<file path="src/rtl/nlynx_pkg.sv">
// Shared constants, FSM state type and header packing helper for the NLYNX frame streamer.
package nlynx_pkg;

    localparam int NLYNX_WORD_WIDTH = 32;

    localparam int HDR_DROP_LSB = 24;
    localparam int HDR_DROP_MSB = 31;
    localparam int HDR_SEQ_LSB  = 16;
    localparam int HDR_SEQ_MSB  = 23;
    localparam int HDR_OVF_LSB  = 0;
    localparam int HDR_OVF_MSB  = 15;

    typedef enum logic [1:0] {
        IDLE,
        HDR,
        CNT
    } nlynx_state_e;

    function automatic logic [NLYNX_WORD_WIDTH-1:0] nlynx_header(
        input logic [7:0]  drop_cnt,
        input logic [7:0]  seq,
        input logic [15:0] ovf
    );
        logic [NLYNX_WORD_WIDTH-1:0] word;
        word                             = '0;
        word[HDR_DROP_MSB:HDR_DROP_LSB]  = drop_cnt;
        word[HDR_SEQ_MSB:HDR_SEQ_LSB]    = seq;
        word[HDR_OVF_MSB:HDR_OVF_LSB]    = ovf;
        return word;
    endfunction

endpackage

</file>
<file path="src/rtl/nlynx_frame_fifo.sv">
// Small synchronous frame FIFO; exposes the head entry and the tag bits of the entry behind it.
module nlynx_frame_fifo
    import nlynx_pkg::*;
#(
    parameter int WIDTH = 8,
    parameter int DEPTH = 2,
    parameter int TAG_W = 8
) (
    input  logic                       clk,
    input  logic                       rst,
    input  logic                       push,
    input  logic                       pop,
    input  logic [WIDTH-1:0]           wr_data,
    output logic                       full,
    output logic                       empty,
    output logic [$clog2(DEPTH):0]     count,
    output logic [WIDTH-1:0]           head_data,
    output logic [TAG_W-1:0]           head_next_tag
);

    localparam int PTR_W = $clog2(DEPTH);
    localparam int CNT_W = PTR_W + 1;

    logic [WIDTH-1:0] mem [DEPTH];
    logic [PTR_W-1:0] wr_ptr_reg;
    logic [PTR_W-1:0] rd_ptr_reg;
    logic [PTR_W-1:0] rd_ptr_inc;
    logic [CNT_W-1:0] count_reg;

    assign rd_ptr_inc = rd_ptr_reg + PTR_W'(1);

    always_ff @(posedge clk) begin
        if (push) begin
            mem[wr_ptr_reg] <= wr_data;
        end
    end

    // The caller only pushes into a full FIFO when it pops on the same edge.
    always_ff @(posedge clk or posedge rst) begin
        if (rst) begin
            wr_ptr_reg <= '0;
            rd_ptr_reg <= '0;
            count_reg  <= '0;
        end else begin
            if (push) begin
                wr_ptr_reg <= wr_ptr_reg + PTR_W'(1);
            end
            if (pop) begin
                rd_ptr_reg <= rd_ptr_inc;
            end
            case ({push, pop})
                2'b10:   count_reg <= count_reg + CNT_W'(1);
                2'b01:   count_reg <= count_reg - CNT_W'(1);
                default: count_reg <= count_reg;
            endcase
        end
    end

    assign full          = (count_reg == CNT_W'(DEPTH));
    assign empty         = (count_reg == '0);
    assign count         = count_reg;
    assign head_data     = mem[rd_ptr_reg];
    assign head_next_tag = mem[rd_ptr_inc][WIDTH-1 -: TAG_W];

endmodule

</file>
<file path="src/rtl/nlynx_frame_streamer.sv">
// Snapshots NLYNX counters on end-of-period into a frame FIFO and streams each frame as 32-bit words.
module nlynx_frame_streamer
    import nlynx_pkg::*;
#(
    parameter int NLYNX_METRICS       = 13,
    parameter int NLYNX_COUNTER_WIDTH = 32,
    parameter int FRAME_DEPTH         = 2
) (
    input  logic                                                clk_i,
    input  logic                                                rst_i,
    input  logic                                                enable_i,
    input  logic [NLYNX_METRICS-1:0][NLYNX_COUNTER_WIDTH-1:0]   nlynx_counters_i,
    input  logic [NLYNX_METRICS-1:0]                            nlynx_overflow_i,
    input  logic                                                nlynx_eop_i,
    output logic                                                out_valid_o,
    input  logic                                                out_ready_i,
    output logic [NLYNX_WORD_WIDTH-1:0]                         out_data_o,
    output logic                                                out_last_o,
    output logic [$clog2(FRAME_DEPTH):0]                        frames_pending_o,
    output logic                                                drop_o
);

    localparam int M       = NLYNX_METRICS;
    localparam int CW      = NLYNX_COUNTER_WIDTH;
    localparam int TAG_W   = M + 8;
    localparam int ENTRY_W = M * CW + TAG_W;
    localparam int CNT_W   = $clog2(FRAME_DEPTH) + 1;
    localparam int IDX_W   = (M > 1) ? $clog2(M) : 1;

    nlynx_state_e                state_reg, state_next;
    logic [IDX_W-1:0]            idx_reg, idx_next;
    logic                        out_valid_reg, out_valid_next;
    logic                        out_last_reg, out_last_next;
    logic [NLYNX_WORD_WIDTH-1:0] out_data_reg, out_data_next;
    logic                        drop_reg;
    logic [7:0]                  seq_reg, seq_next;
    logic [7:0]                  drop_cnt_reg, drop_cnt_next, drop_base;

    logic                        capture, push, pop, drop, hs, hdr_hs;
    logic                        fifo_full, fifo_empty;
    logic [CNT_W-1:0]            fifo_count;
    logic [ENTRY_W-1:0]          push_data, head_data;
    logic [TAG_W-1:0]            next_tag;

    logic [CW-1:0]               head_cnt [M];
    logic [M-1:0]                head_ovf, next_ovf;
    logic [7:0]                  head_seq, next_seq;

    assign push_data = {seq_reg, nlynx_overflow_i, nlynx_counters_i};

    nlynx_frame_fifo #(
        .WIDTH (ENTRY_W),
        .DEPTH (FRAME_DEPTH),
        .TAG_W (TAG_W)
    ) u_fifo (
        .clk           (clk_i),
        .rst           (rst_i),
        .push          (push),
        .pop           (pop),
        .wr_data       (push_data),
        .full          (fifo_full),
        .empty         (fifo_empty),
        .count         (fifo_count),
        .head_data     (head_data),
        .head_next_tag (next_tag)
    );

    generate
        for (genvar gi = 0; gi < M; gi++) begin : g_head_cnt
            assign head_cnt[gi] = head_data[gi*CW +: CW];
        end
    endgenerate

    assign head_ovf = head_data[M*CW +: M];
    assign head_seq = head_data[M*CW+M +: 8];
    assign next_ovf = next_tag[M-1:0];
    assign next_seq = next_tag[TAG_W-1 -: 8];

    assign hs      = out_valid_reg && out_ready_i;
    assign hdr_hs  = (state_reg == HDR) && hs;
    assign pop     = (state_reg == CNT) && hs && out_last_reg;

    // A pop on the same edge frees the slot, so a capture against a full FIFO still lands.
    assign capture = nlynx_eop_i && enable_i;
    assign push    = capture && (!fifo_full || pop);
    assign drop    = capture && fifo_full && !pop;

    assign seq_next      = seq_reg + 8'(push);
    assign drop_base     = hdr_hs ? 8'd0 : drop_cnt_reg;
    assign drop_cnt_next = drop ? ((drop_base == 8'hFF) ? 8'hFF : drop_base + 8'd1) : drop_base;

    // A header waiting on ready keeps its drop field tracking drop_cnt, so the accepted
    // header carries every drop up to its handshake; seq and overflow never move.
    always_comb begin
        state_next     = state_reg;
        idx_next       = idx_reg;
        out_valid_next = out_valid_reg;
        out_data_next  = out_data_reg;
        out_last_next  = out_last_reg;
        case (state_reg)
            IDLE: begin
                if (!fifo_empty) begin
                    state_next     = HDR;
                    out_valid_next = 1'b1;
                    out_data_next  = nlynx_header(drop_cnt_next, head_seq, 16'(head_ovf));
                    out_last_next  = 1'b0;
                end
            end
            HDR: begin
                if (hs) begin
                    state_next    = CNT;
                    idx_next      = '0;
                    out_data_next = 32'(head_cnt[0]);
                    out_last_next = (M == 1);
                end else begin
                    out_data_next = nlynx_header(drop_cnt_next, head_seq, 16'(head_ovf));
                end
            end
            CNT: begin
                if (hs) begin
                    if (out_last_reg) begin
                        if (fifo_count > CNT_W'(1)) begin
                            state_next     = HDR;
                            out_valid_next = 1'b1;
                            out_data_next  = nlynx_header(drop_cnt_next, next_seq, 16'(next_ovf));
                        end else begin
                            state_next     = IDLE;
                            out_valid_next = 1'b0;
                            out_data_next  = '0;
                        end
                        out_last_next = 1'b0;
                    end else begin
                        idx_next      = idx_reg + IDX_W'(1);
                        out_data_next = 32'(head_cnt[idx_next]);
                        out_last_next = (idx_next == IDX_W'(M - 1));
                    end
                end
            end
            default: begin
                state_next = IDLE;
            end
        endcase
    end

    always_ff @(posedge clk_i or posedge rst_i) begin
        if (rst_i) begin
            state_reg     <= IDLE;
            idx_reg       <= '0;
            out_valid_reg <= 1'b0;
            out_data_reg  <= '0;
            out_last_reg  <= 1'b0;
            drop_reg      <= 1'b0;
            seq_reg       <= '0;
            drop_cnt_reg  <= '0;
        end else begin
            state_reg     <= state_next;
            idx_reg       <= idx_next;
            out_valid_reg <= out_valid_next;
            out_data_reg  <= out_data_next;
            out_last_reg  <= out_last_next;
            drop_reg      <= drop;
            seq_reg       <= seq_next;
            drop_cnt_reg  <= drop_cnt_next;
        end
    end

    assign out_valid_o      = out_valid_reg;
    assign out_data_o       = out_data_reg;
    assign out_last_o       = out_last_reg;
    assign drop_o           = drop_reg;
    assign frames_pending_o = fifo_count;

endmodule
</file>
<file path="config.mk">
export PLATFORM = sky130hd
export DESIGN_NAME = nlynx_frame_streamer
export DESIGN_NICKNAME = d
export VERILOG_FILES = /design/src/rtl/nlynx_pkg.sv /design/src/rtl/nlynx_frame_fifo.sv /design/src/rtl/nlynx_frame_streamer.sv
export SDC_FILE = /design/constraint.sdc
export NUM_CORES = 1
export LEC_CHECK = 0
export ABC_AREA = 1
export ABC_CLOCK_PERIOD_IN_PS = 31500
export CORE_MARGIN = 2
export CORE_UTILIZATION = 55
export CTS_BUF_LIST = sky130_fd_sc_hd__clkbuf_8 sky130_fd_sc_hd__clkbuf_16
export CTS_CLUSTER_DIAMETER = 100
export DETAILED_ROUTE_END_ITERATION = 10
export PLACE_DENSITY = 0.79
export SLEW_MARGIN = 20
export SYNTH_ARGS = -nofsm -noshare
export SYNTH_HDL_FRONTEND = slang
export SYNTH_HIERARCHICAL = 1
export SYNTH_SLANG_ARGS = --single-unit
</file>
<file path="constraint.sdc">
create_clock -name clk_i -period 31.5 [get_ports clk_i]
set_clock_uncertainty 0.2 [all_clocks]
set_input_delay 7.875 -clock clk_i [delete_from_list [all_inputs] [get_ports clk_i]]
set_output_delay 7.875 -clock clk_i [all_outputs]
set_load 0.01 [all_outputs]
</file>
==> impl_metrics.yaml, run 1 <==
sta:
  post-route-period-util: 0.379
  setup_violations: 0
  tightest_slew_ns: 1.08
  slew_violations: 0
  max_freq_ghz: 0.0837
  hold_viol: 0
  rsz0062_at_grt: "false"
  max_slew_margin: 0.271
  period_minus_slack_ns: 11.95
  timing.setup.tns_ns: 0
floorplanning:
  std_cell_rows: 99
  pin_count: 471
  core_region_area_um2: 72800
  die_x_um: 275
  start_util: 0.554
  die_h_um: 275
  dieArea_um2: 75500
clock_network:
  postCtsSetupRepairBufs: 0
  clk_path_buf_depth: 3
  cts_root_buf: "clkbuf_16"
  htreeDepth: 3
  clkTransAtPathRegs_ns: 0.06
  cts.sinks: 935
  clk_latency_ns: 0.65
  cts_made_buffers: 93
  cts_tree: "done"
  holdBufCountCts: 0
  cts_resized: 0
yosys:
  yosys_warnings: 6
  async_reset_ff_frac: 0.0652
  postSynthCellCount: 3803
  seq_area_frac_synth: 0.688
  synth_area_um2: 40300
  synth_edf_count: 874
  postSynthAreaPerCell_um2: 10.6
  synth.net_count: 4247
  ys_seq_elements: 935
  synth_cell_types: 33
  dominantRegCellSynth: "edfxtp_1"
critical_path:
  worstPathArrival_ns: 12.01
  ff2ff_path_depth: 13
  timing.rr.end: "out_data_o[22]"
  timing.critical_path.from: "out_ready_i"
  crit_end: "u_fifo/mem[0][176]"
  worstSetupPathType: "in -> reg"
  endpoint_kind: "flip-flop"
  cp_max_fo: 185
  reg2reg_from: "u_fifo/rd_ptr_reg"
  required_ns: 31.56
  r2r_setup_slack_ns: 25.18
  startpoint_type: "input port"
power_and_ir_drop:
  finalPower_mw: 3.79
  vdd_drop_max_mv: 0.0733
  p_per_area_nw_per_um2: 78.3
  leakagePower_nw: 18.7
global_route:
  grt_pass1_vias: 26800
  overflow: 0
  grt_util_all_layers: 0.295
  antenna_found_initial: 27
  grt_max_degree: 241
  grt_pass1_wl_um: 162000
detailed_routing:
  finalWirelength_um: 113000
  firstDrtPassIters: 6
  post_drt_via_cell_ratio: 5.48
  num_vias: 28800
  wire_per_inst_um: 21.5
  drc: 0
  ant_nets: 0
  drt_iter0_drc: 4138
run_status:
  status: "completed"
place:
  dp.cells: 5057
  portBuffers: 470
  hpwl_um: 76200
  gp_congestion: 0.912
final_layout:
  final_util: 0.664
  largest_reg_flops: 874
  nets: 4637
  instances_no_fill: 5248
  area_delta_synth_final_pct: 20.0
  regMostFlops: "u_fifo/mem"
  final_layout_size_suffix_gt1_frac: 0.0417
min_path:
  min-delay-start: "seq_reg[0]"
  hp-class: "reg -> reg"
flow_run:
  maxCapViolCount: 0
-- final cells by class --
type / count / area [µm²]
timing repair buffer: 502 / 4970
clock inverter: 73 / 551
clock buffer: 95 / 2350
inverter: 555 / 2100
tap: 959 / 1200
antenna: 23 / 57.6
multi-input combinational: 2106 / 9390
fill: 5246 / 24400
sequential: 935 / 27800
-- critical path, cell delays in order --
cell	delay, ns
clkdlybuf4s50_1	0.50
nand2_2	0.10
nor2_1	0.22
nor2_1	0.08
nor2_1	0.26
inv_1	0.15
nor2_4	0.10
buf_4	0.74
buf_4	0.86
buf_12	0.84
-- power by group --
group	leakage [nW]	switching, mW	total, mW	internal, mW
Combinational	8.43	0.796	1.10	0.304
Sequential	8.77	0.0767	1.63	1.56
Clock	1.51	0.466	1.06	0.592
Total	18.7	1.34	3.79	2.45
-- cell usage after synthesis, drive strengths merged, types with 2 or more instances --
master  count  share of area
nand2    1007          0.094
edfxtp    874           0.65
inv       555          0.052
o21ai     487          0.061
nand3     346          0.043
nor2      154          0.015
buf       143          0.022
clkbuf     64         0.0060
dfrtp      61          0.038
a21oi      53         0.0066
a32oi      21         0.0046
ha         10         0.0031
xor2        7         0.0015
o22ai       5        0.00078
nand4       4        0.00062
nor3        3        0.00065
o211ai      2        0.00037
xnor2       2        0.00043
-- stage by stage --
step	hold WS, ns	worst slack [ns]	area (µm²)
after floorplan	0.249	3.48	40300
after global placement	0.293	18.99	45400
after detailed placement	0.313	18.93	45400
after CTS	0.328	19.61	48300
after global routing	0.336	19.34	48400
final	0.319	19.55	48400
-- kinds of logic (layout without fill, tap and decap cells) --
logic type,after synthesis,after routing,share of synthesized area
other,0,23,0
xor gates and xnor gates,9,9,0.00195
adders and majority gates,10,10,0.00310
buffers and inverters,762,1225,0.0797
AOI/OAI and AO/OA,572,572,0.0737
and+or+nand+nor,1515,1515,0.153
DFF,935,935,0.688
-- how the worst min path moves through the flow --
stage | endpoint | depth (start not counted)
finish | u_fifo/mem[1][429] | 0
global route | out_data_o[14] | 2
CTS | u_fifo/mem[1][432] | 0
detailed placement | u_fifo/mem[0][432] | 0
global placement | u_fifo/mem[0][429] | 0
floorplan | u_fifo/mem[0][429] | 0
-- cell usage in the layout, fill, tap and decap left out, types with 15 or more instances in the layout --
master / count
nand2_1: 1004
edfxtp_1: 874
inv_1: 576
clkdlybuf4s50_1: 470
o21ai_0: 422
nand3_1: 346
nor2_1: 150
clkbuf_16: 93
o21ai_1: 64
dfrtp_1: 59
a21oi_1: 53
buf_4: 30
diode_2: 23
a32oi_1: 21
clkinv_1: 15
-- layer usage --
metal	share of wire	global-route usage	up-vias	wire length [µm]
met5	0.00045	0	-	51
met4	0.054	0.163	8	6130
met3	0.095	0.0526	255	10700
met2	0.47	0.460	1509	53200
met1	0.38	0.395	13500	42900
li1	-	-	13500	-
(Power assumes the default switching activity.)
==> inputs of run 2 (changes only) <==
--- a/config.mk
+++ b/config.mk
@@ -6,7 +6,7 @@
 export NUM_CORES = 1
 export LEC_CHECK = 0
 export ABC_AREA = 1
-export ABC_CLOCK_PERIOD_IN_PS = 31500
+export ABC_CLOCK_PERIOD_IN_PS = 12300
 export CORE_MARGIN = 2
 export CORE_UTILIZATION = 55
 export CTS_BUF_LIST = sky130_fd_sc_hd__clkbuf_8 sky130_fd_sc_hd__clkbuf_16
==> constraint.sdc (replaced) <==
create_clock -name clk_i -period 12.3 [get_ports clk_i]
set_clock_uncertainty 0.2 [all_clocks]
set_input_delay 3.075 -clock clk_i [delete_from_list [all_inputs] [get_ports clk_i]]
set_output_delay 3.075 -clock clk_i [all_outputs]
set_load 0.01 [all_outputs]
==> impl_metrics.yaml, run 2 (synthesis results as in run 1) <==
run_status:
  status: "completed"
flow_run:
  maxCapViolCount: 0
min_path:
  min_path_cells: 0
  min-delay-start: "seq_reg[0]"
  holdPathEnd: "u_fifo/mem[0][429]"
  hp-class: "reg -> reg"
critical_path:
  worstSetupPathType: "in -> reg"
  timing.critical_path.from: "out_ready_i"
  required_ns: 12.38
  critPathTopFamily: "buffers and inverters"
  timing.rr.end: "out_data_o[17]"
  r2r_setup_slack_ns: 7.44
  cp_max_fo: 140
  cp_slowest_stage_delay_ns: 0.90
  worstPathArrival_ns: 6.82
  startpoint_type: "input port"
  critical_path_depth: 9
  crit_chain: "clkdlybuf4s50_1 > nand2_2 > nor2_1 > nor2_1 > nor2_1 > nand2_1 > clkinvlp_4 > buf_4 > buf_12"
  reg2reg_from: "idx_reg[0]"
  crit_buf_inv: 4
  crit_top_cell: "nor2_1"
  cpMaxStageDelayCell: "buf_4"
  endpoint_kind: "flip-flop"
  ff2ff_path_depth: 12
clock_network:
  clk_latency_ns: 0.66
  clk_path_buf_depth: 3
  htreeDepth: 3
  cts_made_buffers: 94
  cts_resized: 0
  cts_tree: "done"
  clkTransAtPathRegs_ns: 0.06
  postCtsSetupRepairBufs: 0
  holdBufCountCts: 0
  cts.sinks: 935
  cts_root_buf: "clkbuf_16"
power_and_ir_drop:
  leakagePower_nw: 18.7
  vdd_drop_max_mv: 0.147
  p_per_area_nw_per_um2: 201
  finalPower_mw: 9.72
place:
  portBuffers: 470
  post_dp_cell_area_um2: 45400
  pre_cts_slack_ns: 4.87
  gp_congestion: 0.929
  hpwl_um: 76400
floorplanning:
  dieArea_um2: 75500
  core_region_area_um2: 72800
  std_cell_rows: 99
  die_h_um: 275
  die_x_um: 275
  start_util: 0.554
  pin_count: 471
final_layout:
  final_layout_size_suffix_gt1_frac: 0.0419
  final_common_cell: "nand2_1"
  layout_common_cells: "1004 x nand2_1, 874 x edfxtp_1, 573 x inv_1"
  regMostFlops: "u_fifo/mem"
  nets: 4635
  largest_reg_flops: 874
  final_area_um2: 48400
  area_delta_synth_final_pct: 20.1
detailed_routing:
  drc: 0
  post_drt_via_cell_ratio: 5.49
  finalWirelength_um: 113000
  firstDrtPassIters: 6
  wire_per_inst_um: 21.5
  ant_nets: 0
  drt_iter0_drc: 4257
  num_vias: 28800
sta:
  hold_viol: 0
  rsz0062_at_grt: "false"
  fin_hold_ws_ns: 0.280
  max_slew_margin: 0.224
  max_freq_ghz: 0.148
  timing.setup.tns_ns: 0
  setup_violations: 0
  period_minus_slack_ns: 6.74
  setup_ws_ns: 5.56
  slew_violations: 0
  tightest_slew_ns: 1.16
  post-route-period-util: 0.548
global_route:
  grt_pass1_vias: 26700
  grt_pass1_wl_um: 162000
  overflow: 0
  antenna_found_initial: 32
  grt_util_all_layers: 0.293
  grt_max_degree: 224
## run 2: cell type report
type | instances | area (µm²)
tap | 959 | 1200
sequential | 935 | 27800
multi-input combinational | 2106 | 9390
inverter | 555 | 2090
fill | 5180 | 24400
antenna | 20 | 50.0
clock buffer | 98 | 2450
clock inverter | 77 | 484
timing repair buffer | 499 | 5000
## run 2: layer usage
| layer | GRT usage | vias to the layer above | wire length [µm] |
|---|---|---|---|
| met5 | 0 | - | 153 |
| met4 | 0.148 | 24 | 5540 |
| met3 | 0.0603 | 230 | 11400 |
| met2 | 0.458 | 1559 | 52900 |
| met1 | 0.393 | 13500 | 42600 |
| li1 | - | 13500 | - |
## run 2: worst max path at each step
stage,slack (ns),end
finish,5.56,u_fifo/mem[1][238]
global route,5.39,u_fifo/mem[1][92]
CTS,5.51,u_fifo/mem[0][427]
detailed placement,4.87,u_fifo/mem[0][4]
global placement,4.96,u_fifo/mem[0][4]
floorplan,1.47,u_fifo/mem[0][0]
## run 2: per-stage QoR
step / std cells / util
floorplan: 3803 / -
global placement: 5053 / 0.624
detailed placement: 5053 / 0.624
CTS: 5228 / 0.664
global route: 5246 / 0.665
finish: 5249 / 0.665
## run 2: power by group
| part | internal (mW) | switching (mW) | total [mW] |
|---|---|---|---|
| Sequential | 3.98 | 0.201 | 4.19 |
| Combinational | 0.777 | 2.03 | 2.81 |
| Clock | 1.54 | 1.18 | 2.72 |
| Total | 6.30 | 3.41 | 9.72 |
